==> src/rtl/load_store_unit.sv <==
// rtl/load_store_unit.sv - pipeline-side load/store initiator for a word-addressed data memory
//
// Accepts one load or store per request handshake. It drives a word-addressed memory
// that has no byte enables. Sub-word stores are therefore done as read-modify-write.
// Load results are returned as sign- or zero-extended byte, half or word values.
//
// Ports:
//   lsu_clk, lsu_rst            clock (rising edge), asynchronous active-high reset
//   lsu_i_req_valid/o_req_ready request handshake; ready only while idle
//   lsu_i_is_store/size/unsigned/addr/store_data  request fields (byte address)
//   lsu_o_load_valid/load_data  one-cycle result pulse; data held until next load
//   lsu_o_misalign              one-cycle pulse for a rejected request
//   lsu_o_busy                  high whenever an operation is in flight
//   lsu_o_ce/wr_en/rd_en/addr/store_data, lsu_i_load_data  memory port (word address)
module load_store_unit #(
  parameter int DWIDTH     = 32,
  parameter int AWIDTH_MEM = 32,
  parameter int RD_LATENCY = 1
) (
  input  logic                  lsu_clk,
  input  logic                  lsu_rst,
  input  logic                  lsu_i_req_valid,
  output logic                  lsu_o_req_ready,
  input  logic                  lsu_i_is_store,
  input  logic [1:0]            lsu_i_size,
  input  logic                  lsu_i_unsigned,
  input  logic [AWIDTH_MEM-1:0] lsu_i_addr,
  input  logic [DWIDTH-1:0]     lsu_i_store_data,
  output logic                  lsu_o_load_valid,
  output logic [DWIDTH-1:0]     lsu_o_load_data,
  output logic                  lsu_o_misalign,
  output logic                  lsu_o_busy,
  output logic                  lsu_o_ce,
  output logic                  lsu_o_wr_en,
  output logic                  lsu_o_rd_en,
  output logic [AWIDTH_MEM-1:0] lsu_o_addr,
  output logic [DWIDTH-1:0]     lsu_o_store_data,
  input  logic [DWIDTH-1:0]     lsu_i_load_data
);

  typedef enum logic [1:0] {IDLE, READ, WAIT, WRITE} state_t;

  state_t            state;
  logic [2:0]        cnt;
  logic [1:0]        off_q;
  logic [1:0]        size_q;
  logic              is_store_q;
  logic              unsigned_q;
  logic [DWIDTH-1:0] sdata_q;
  logic              req_misaligned;

  assign lsu_o_req_ready = (state == IDLE);
  assign lsu_o_busy      = (state != IDLE);

  always_comb begin
    req_misaligned = 1'b0;
    case (lsu_i_size)
      2'b01:   req_misaligned = lsu_i_addr[0];
      2'b10:   req_misaligned = (lsu_i_addr[1:0] != 2'b00);
      2'b11:   req_misaligned = 1'b1;
      default: req_misaligned = 1'b0;
    endcase
  end

  // Pick the addressed lane out of the fetched word and extend it.
  function automatic logic [DWIDTH-1:0] extract(input logic [DWIDTH-1:0] w,
                                                input logic [1:0] off,
                                                input logic [1:0] sz,
                                                input logic uns);
    logic [7:0]  b;
    logic [15:0] h;
    b = w[{off, 3'b000} +: 8];
    h = off[1] ? w[31:16] : w[15:0];
    case (sz)
      2'b00:   extract = uns ? {{(DWIDTH-8){1'b0}}, b} : {{(DWIDTH-8){b[7]}}, b};
      2'b01:   extract = uns ? {{(DWIDTH-16){1'b0}}, h} : {{(DWIDTH-16){h[15]}}, h};
      default: extract = w;
    endcase
  endfunction

  // Overlay the right-aligned store lane(s) onto the word read back from memory.
  function automatic logic [DWIDTH-1:0] merge(input logic [DWIDTH-1:0] w,
                                              input logic [1:0] off,
                                              input logic [1:0] sz,
                                              input logic [DWIDTH-1:0] sd);
    merge = w;
    case (sz)
      2'b00: merge[{off, 3'b000} +: 8] = sd[7:0];
      2'b01: begin
        if (off[1]) merge[31:16] = sd[15:0];
        else        merge[15:0]  = sd[15:0];
      end
      default: merge = sd;
    endcase
  endfunction

  always_ff @(posedge lsu_clk or posedge lsu_rst) begin
    if (lsu_rst) begin
      state            <= IDLE;
      cnt              <= 3'd0;
      off_q            <= 2'b00;
      size_q           <= 2'b00;
      is_store_q       <= 1'b0;
      unsigned_q       <= 1'b0;
      sdata_q          <= '0;
      lsu_o_load_valid <= 1'b0;
      lsu_o_load_data  <= '0;
      lsu_o_misalign   <= 1'b0;
      lsu_o_ce         <= 1'b0;
      lsu_o_wr_en      <= 1'b0;
      lsu_o_rd_en      <= 1'b0;
      lsu_o_addr       <= '0;
      lsu_o_store_data <= '0;
    end else begin
      lsu_o_load_valid <= 1'b0;
      lsu_o_misalign   <= 1'b0;
      case (state)
        IDLE: begin
          if (lsu_i_req_valid) begin
            if (req_misaligned) begin
              lsu_o_misalign <= 1'b1;
            end else begin
              off_q      <= lsu_i_addr[1:0];
              size_q     <= lsu_i_size;
              is_store_q <= lsu_i_is_store;
              unsigned_q <= lsu_i_unsigned;
              sdata_q    <= lsu_i_store_data;
              lsu_o_ce   <= 1'b1;
              lsu_o_addr <= lsu_i_addr >> 2;
              // Full-word stores need no read-back; everything else reads first.
              if (lsu_i_is_store && lsu_i_size == 2'b10) begin
                lsu_o_wr_en      <= 1'b1;
                lsu_o_store_data <= lsu_i_store_data;
                state            <= WRITE;
              end else begin
                lsu_o_rd_en <= 1'b1;
                state       <= READ;
              end
            end
          end
        end
        READ: begin
          lsu_o_rd_en <= 1'b0;
          cnt         <= 3'(RD_LATENCY);
          state       <= WAIT;
        end
        WAIT: begin
          // Count reaches 1 on the RD_LATENCY-th edge after the read was sampled.
          if (cnt == 3'd1) begin
            cnt <= 3'd0;
            if (is_store_q) begin
              lsu_o_store_data <= merge(lsu_i_load_data, off_q, size_q, sdata_q);
              lsu_o_wr_en      <= 1'b1;
              state            <= WRITE;
            end else begin
              lsu_o_load_data  <= extract(lsu_i_load_data, off_q, size_q, unsigned_q);
              lsu_o_load_valid <= 1'b1;
              lsu_o_ce         <= 1'b0;
              lsu_o_addr       <= '0;
              state            <= IDLE;
            end
          end else begin
            cnt <= cnt - 3'd1;
          end
        end
        WRITE: begin
          lsu_o_wr_en      <= 1'b0;
          lsu_o_ce         <= 1'b0;
          lsu_o_addr       <= '0;
          lsu_o_store_data <= '0;
          state            <= IDLE;
        end
        default: state <= IDLE;
      endcase
    end
  end

endmodule

==> config.mk <==
export PLATFORM = sky130hd
export DESIGN_NAME = load_store_unit
export DESIGN_NICKNAME = d
export VERILOG_FILES = /design/src/rtl/load_store_unit.sv
export SDC_FILE = /design/constraint.sdc
export NUM_CORES = 1
export LEC_CHECK = 0
export CORE_MARGIN = 2
export CORE_UTILIZATION = 28
export CTS_BUF_LIST = sky130_fd_sc_hd__clkbuf_2
export DETAILED_ROUTE_END_ITERATION = 8
export GPL_ROUTABILITY_DRIVEN = 0
export SYNTH_ARGS = -nofsm -noshare
export SYNTH_HDL_FRONTEND = slang
export SYNTH_SLANG_ARGS = --single-unit
==> constraint.sdc <==
create_clock -name lsu_clk -period 4.6 [get_ports lsu_clk]
set_clock_uncertainty 0.2 [all_clocks]
set_input_delay 0.92 -clock lsu_clk [delete_from_list [all_inputs] [get_ports lsu_clk]]
set_output_delay 0.92 -clock lsu_clk [all_outputs]
set_load 0.05 [all_outputs]
---- Yosys cells after proc, flatten, opt, wreduce, memory -nomap -nowiden ----
Cells that the tools add are included.
operators by class
  $add $sub $neg .......................... 2
  eq/ne operators ......................... 15
  shifts and indexed selects .............. 3
  mux-type cells .......................... 49
  bitwise logic cells ..................... 2
  reductions and logical operators ........ 14
operators by type and width
  operator                  number
  $mux W32                  11
  $pmux W32 S3              2
  $pmux W32 S2              2
  $mux W16                  3
  $bwmux W32                1
  $shift A8 B7 Y32 const A  1
  $shiftx A32 B6 Y8         1
  $shiftx A8 B7 Y32         1
  $mux W1                   18
  $ne A2 B2 Y1 const B      6
  $mux W2                   5
  $pmux W1 S3               3
  $reduce_and A3 Y1         3
  $eq A2 B2 Y1 const B      4
  $pmux W2 S4               1
  $reduce_bool A2 Y1        4
  $neg A5 Y7                1
  $eq A2 B1 Y1 const B      3
  $pmux W3 S2               1
  $reduce_and A6 Y1         1
  $reduce_and A5 Y1         1
  $logic_not A2 Y1          2
  $reduce_and A4 Y1         1
  $eq A3 B1 Y1 const B      1
  other kinds (7)           8
word-level totals
  register bits after elaboration ......... 144
  input port bits ......................... 103
  output and inout bits ................... 103
  word-level logic and storage cells ...... 100

---- Logic depth before layout (Yosys ltp) ----
  depth after elaboration ................. 7
  depth in mapped cells ................... 11
  gate-level depth less buffers ........... 8

---- Worst setup path before layout ----
No wires, ideal clock.
  path type ............................... register to register
  from .................................... reg state[0]
  to ...................................... reg lsu_o_store_data[16]
  setup time .............................. 126 ps
  arrival ................................. 2542 ps
  data required time ...................... 4274 ps
  setup slack ............................. 1732 ps
  stages on the path, launching flop included .. 9
  clock period less this slack ............ 2868 ps
  path through ............................ dfrtp_1 -> inv_1 -> ha_1 -> inv_1 -> a41o_1 -> buf_2 -> and3_1 -> clkbuf_1 -> a221o_1
on the way
  longest elaborated chain between the ends .. 3
  elaborated cells between the ends (all ways) .. 11
  those cells by class .................... 7 x eq/ne; 1 x mux; 3 x reduce/logical
ends and longest elaborated chain
  element                                                RTL line  RTL
  start: declaration                                     43        state_t state;
  start signal: assignment                               99        state <= IDLE;
  start signal: assignment                               134       state <= WRITE;
  start signal: assignment                               137       state <= READ;
  $logic_not A2 Y1 (*)                                   n/a
  net lsu_o_req_ready                                    23        output logic lsu_o_req_ready,
  $ne A2 B1 Y1 (no source line) (tied with other cells)  n/a
  $reduce_and A6 Y1 (no source line)                     n/a
  end signal: assignment                                 133       lsu_o_store_data <= lsu_i_store_data;
  end signal: assignment                                 152       lsu_o_store_data <= merge(lsu_i_load_data, off_q, size_q, sdata_q);
  end: declaration                                       37        output logic [DWIDTH-1:0] lsu_o_store_data,
The timed path passes the listed nets; every way through them passes the cells marked *.
A chain may end at the register's enable or synchronous reset.

---- Worst setup path in the final report ----
  from .................................... reg state[0]
  to ...................................... out lsu_o_busy
on the way
  longest elaborated chain between the ends .. 1
ends and longest elaborated chain
  element             RTL line  RTL
  $reduce_bool A2 Y1  53        assign lsu_o_busy = (state != IDLE);
  end: declaration    32        output logic lsu_o_busy,
Every way passes these cells.

==> run_results.csv <==
group,metric,value,unit
run_status,violations,"DRC",
synthesis,yosys.cell_types.count,60,
synthesis,seq_area_frac_synth,46.37,%
job,max_cap_violations,0,
synthesis,synthAdderAreaFrac,1.796,%
timing,setup_viol,0,
pwr,p_leak,0.004382,uW
worst_setup_path,startpoint,"state[0]",
clocking,clockBufferDepth,2,
pwr,p_per_area,855.6,nW/um^2
worst_setup_path,cp_max_fo,8,
global_routing,grt_usage,18.05,%
cells_and_area,fin_nets,1070,
min_path,min_path_type,"primary input to asynchronous set/reset pin",
worst_setup_path,max_stage_delay,0.84,ns
worst_setup_path,regToRegEndpoint,"lsu_o_store_data[4]",
floorplanning,rows,60,
synthesis,yosysWarnings,0,
synthesis,syn_area,7664,um^2
synthesis,synth_area_leader_cell,"dfrtp_1",
worst_setup_path,crit_buf_inv,3,
clocking,ctsHoldBuffers,0,
floorplanning,io-pin-count,206,
timing,fin_crit,3.779,ns
floorplanning,coreArea,26950,um^2
clocking,cts-root-buf,"clkbuf_2",
global_routing,grt-ovfl-total,0,
clocking,cts_tree,"built",
worst_setup_path,rrSetupSlack,1.20,ns
place,post-place-ws,1.066,ns
clocking,worstSkewPairLatency,0.78,ns
timing,rsz0062_at_grt,"false",
pwr,ir_drop,0.3815,mV
global_routing,grt_pass1_wl,39750,um
synthesis,synth_edf_count,0,
worst_setup_path,critical_path_class,"register to output pin",
synthesis,synth_xor_area_share,0,%
synthesis,synth_top_family_by_area,"compound AO/OA/AOI/OAI gates",
global_routing,grt_max_degree,55,
route,post_drt_wl_per_cell,20.06,um
timing,finalHoldViolations,0,
cells_and_area,instances_no_fill,1313,
route,ant_nets,0,
clocking,clk_pin_slew_worst_paths,0.28,ns
synthesis,ys_ff_latch,142,
synthesis,synth_compound_area_share,17.88,%
timing,worst_pin_slew,1.255,ns
synthesis,ys_async_sr_fraction,100.0,%
clocking,cts_buffers,17,
synthesis,synth-main-ff-cell,"dfrtp_1",
synthesis,synth_mux_area_share,12.80,%
route,dr.first_iter.drc_count,777,
timing,slew_violations,0,
synthesis,synthSimpleGateAreaFrac,14.81,%
cells_and_area,nFillCells,2671,
synthesis,netlist.area_leader.share,46.37,%
worst_setup_path,crit_path_cell_trace,"inv_1, ha_1, inv_1, clkdlybuf4s50_1",
clocking,htreeDepth,4,
worst_setup_path,cp_common_cell,"inv_1",
synthesis,synthCells,778,
place,place_area,10020,um^2
place,post-dp-hpwl,19590,um
timing,finalSetupTns,0,ns
worst_setup_path,crit_slowest_cell,"clkdlybuf4s50_1",
route,via_count,6938,
worst_setup_path,crit_path_end_kind,"output pin",
route,totalWireLength,26340,um
place,dp.cells,1278,
route,first_pass_iters,9,
cells_and_area,areaGrowthSynthToFinish,33.97,%
run_status,status,"complete, but fails checks",
timing,period_share,82.15,%
timing,maxSlewHeadroom,15.16,%
floorplanning,start_util,28.44,%
floorplanning,die_height,169.4,um
floorplanning,dieArea,28710,um^2
clocking,cts.sinks,142,
synthesis,postSynthAreaPerCell,9.850,um^2
cells_and_area,drive_gt1_share,12.18,%
global_routing,antenna_found_initial,3,
timing,hold_ws,0.2454,ns
worst_setup_path,cp.arrival,2.66,ns
clocking,cts_resized,0,
worst_setup_path,worstPathRequired,3.48,ns
timing,clock.fmax,264.6,MHz
worst_setup_path,startpoint_type,"register",
timing,fin_ws,0.8210,ns
global_routing,grt_pass1_vias,6825,
worst_setup_path,crit_family,"buffers and inverters",
worst_setup_path,timing.rr.start,"off_q[0]",
clocking,cts_setup_buffers,0,
worst_setup_path,rr_worst_depth,6,
route,avgViaCountPerCell,5.284,
synthesis,synthTopCellsByArea,"dfrtp_1 46%, mux2_2 6.8%, mux2i_1 5.7%, nand2_1 5.6%, o21ai_0 3.1%",
cells_and_area,fin_area,10270,um^2
place,io_buffers,203,
floorplanning,die_width,169.4,um
route,drc,2,
layout by cell type, fill, tap and decap left out, drive strengths merged, types with 7 or more instances in the layout:
| cell type | n |
|---|---|
| dfrtp | 142 |
| a222oi | 11 |
| a21oi | 31 |
| ha | 11 |
| nand3b | 11 |
| o31ai | 8 |
| o21a | 11 |
| clkbuf | 17 |
| nor3 | 16 |
| o2111ai | 7 |
| nor2 | 10 |
| o211ai | 7 |
| o21ai | 47 |
| o221ai | 8 |
| buf | 17 |
| a32oi | 9 |
| mux2i | 44 |
| nor4b | 10 |
| mux2 | 46 |
| nand3 | 33 |
| a31oi | 21 |
| inv | 67 |
| nand2 | 114 |
| clkdlybuf4s50 | 203 |
| a221o | 16 |
per-stage QoR:
step	util [%]	total power, uW
2_1_floorplan	-	6192
3_3_place_gp	37.17	7958
3_5_place_dp	37.17	8040
4_1_cts	38.07	8818
5_1_grt	38.08	9303
6_report	38.10	8784
layer usage:
metal / vias up / global-route usage (%) / wire length, um
met2: 284 / 28.68 / 12090
li1: 3193 / - / -
met4: 2 / 5.611 / 580
met3: 51 / 4.874 / 2055
met1: 3408 / 24.01 / 11600
met5: - / 0 / 13
flip-flops by register name (all words and copies together), names as in the netlist:
signal,count
cnt,3
is_store_q,1
lsu_o_addr,30
lsu_o_ce,1
lsu_o_load_data,32
lsu_o_load_valid,1
lsu_o_misalign,1
lsu_o_rd_en,1
lsu_o_store_data,32
lsu_o_wr_en,1
off_q,2
sdata_q,32
size_q,2
state,2
unsigned_q,1
where the power goes:
part           total (uW)  internal, uW  switching, uW
registers            2420          1860            557
logic                5590          2010           3580
clock network         774           184            590
final cells by class:
| class | instances | area, um^2 | area share [%] |
|---|---|---|---|
| Timing Repair Buffer | 220 | 2172 | 21.16 |
| Antenna cell | 3 | 7.507 | 0.07312 |
| Inverter | 56 | 214.0 | 2.084 |
| Multi-Input combinational cell | 519 | 3650 | 35.55 |
| Clock buffer | 17 | 85.08 | 0.8287 |
| Tap cell | 341 | 426.7 | 4.156 |
| Clock inverter | 15 | 157.7 | 1.535 |
| Sequential cell | 142 | 3555 | 34.62 |
cell usage after synthesis, types with 8 or more instances:
cell type,number
o21a_1,11
nor2_1,10
nand2_1,114
nand3_1,23
o221ai_1,8
a31oi_1,21
a222oi_1,11
mux2_2,46
mux2i_1,44
dfrtp_1,142
nor4b_1,9
clkbuf_1,38
nor3_1,14
a32oi_1,9
buf_2,13
inv_1,56
a21oi_1,31
o31ai_1,8
ha_1,11
nand3b_1,11
o21ai_0,47
nand3_2,10
a221o_1,16
worst max path at each step:
stage | cells after the start | to
finish | 4 | lsu_o_busy
CTS | 4 | lsu_o_busy
global route | 4 | lsu_o_busy
detailed placement | 6 | lsu_o_ce
global placement | 6 | lsu_o_ce
floorplan | 1 | cnt[0]
logic make-up (layout without fill, tap and decap cells):
group           Yosys count  count (layout)
compound gates          195             195
fa+ha+maj                11              11
buf+inv                 118             308
flops                   142             142
mux                      91              91
other cells               1               5
simple gates            220             220
Note: power is estimated with default switching activity, not from simulation.
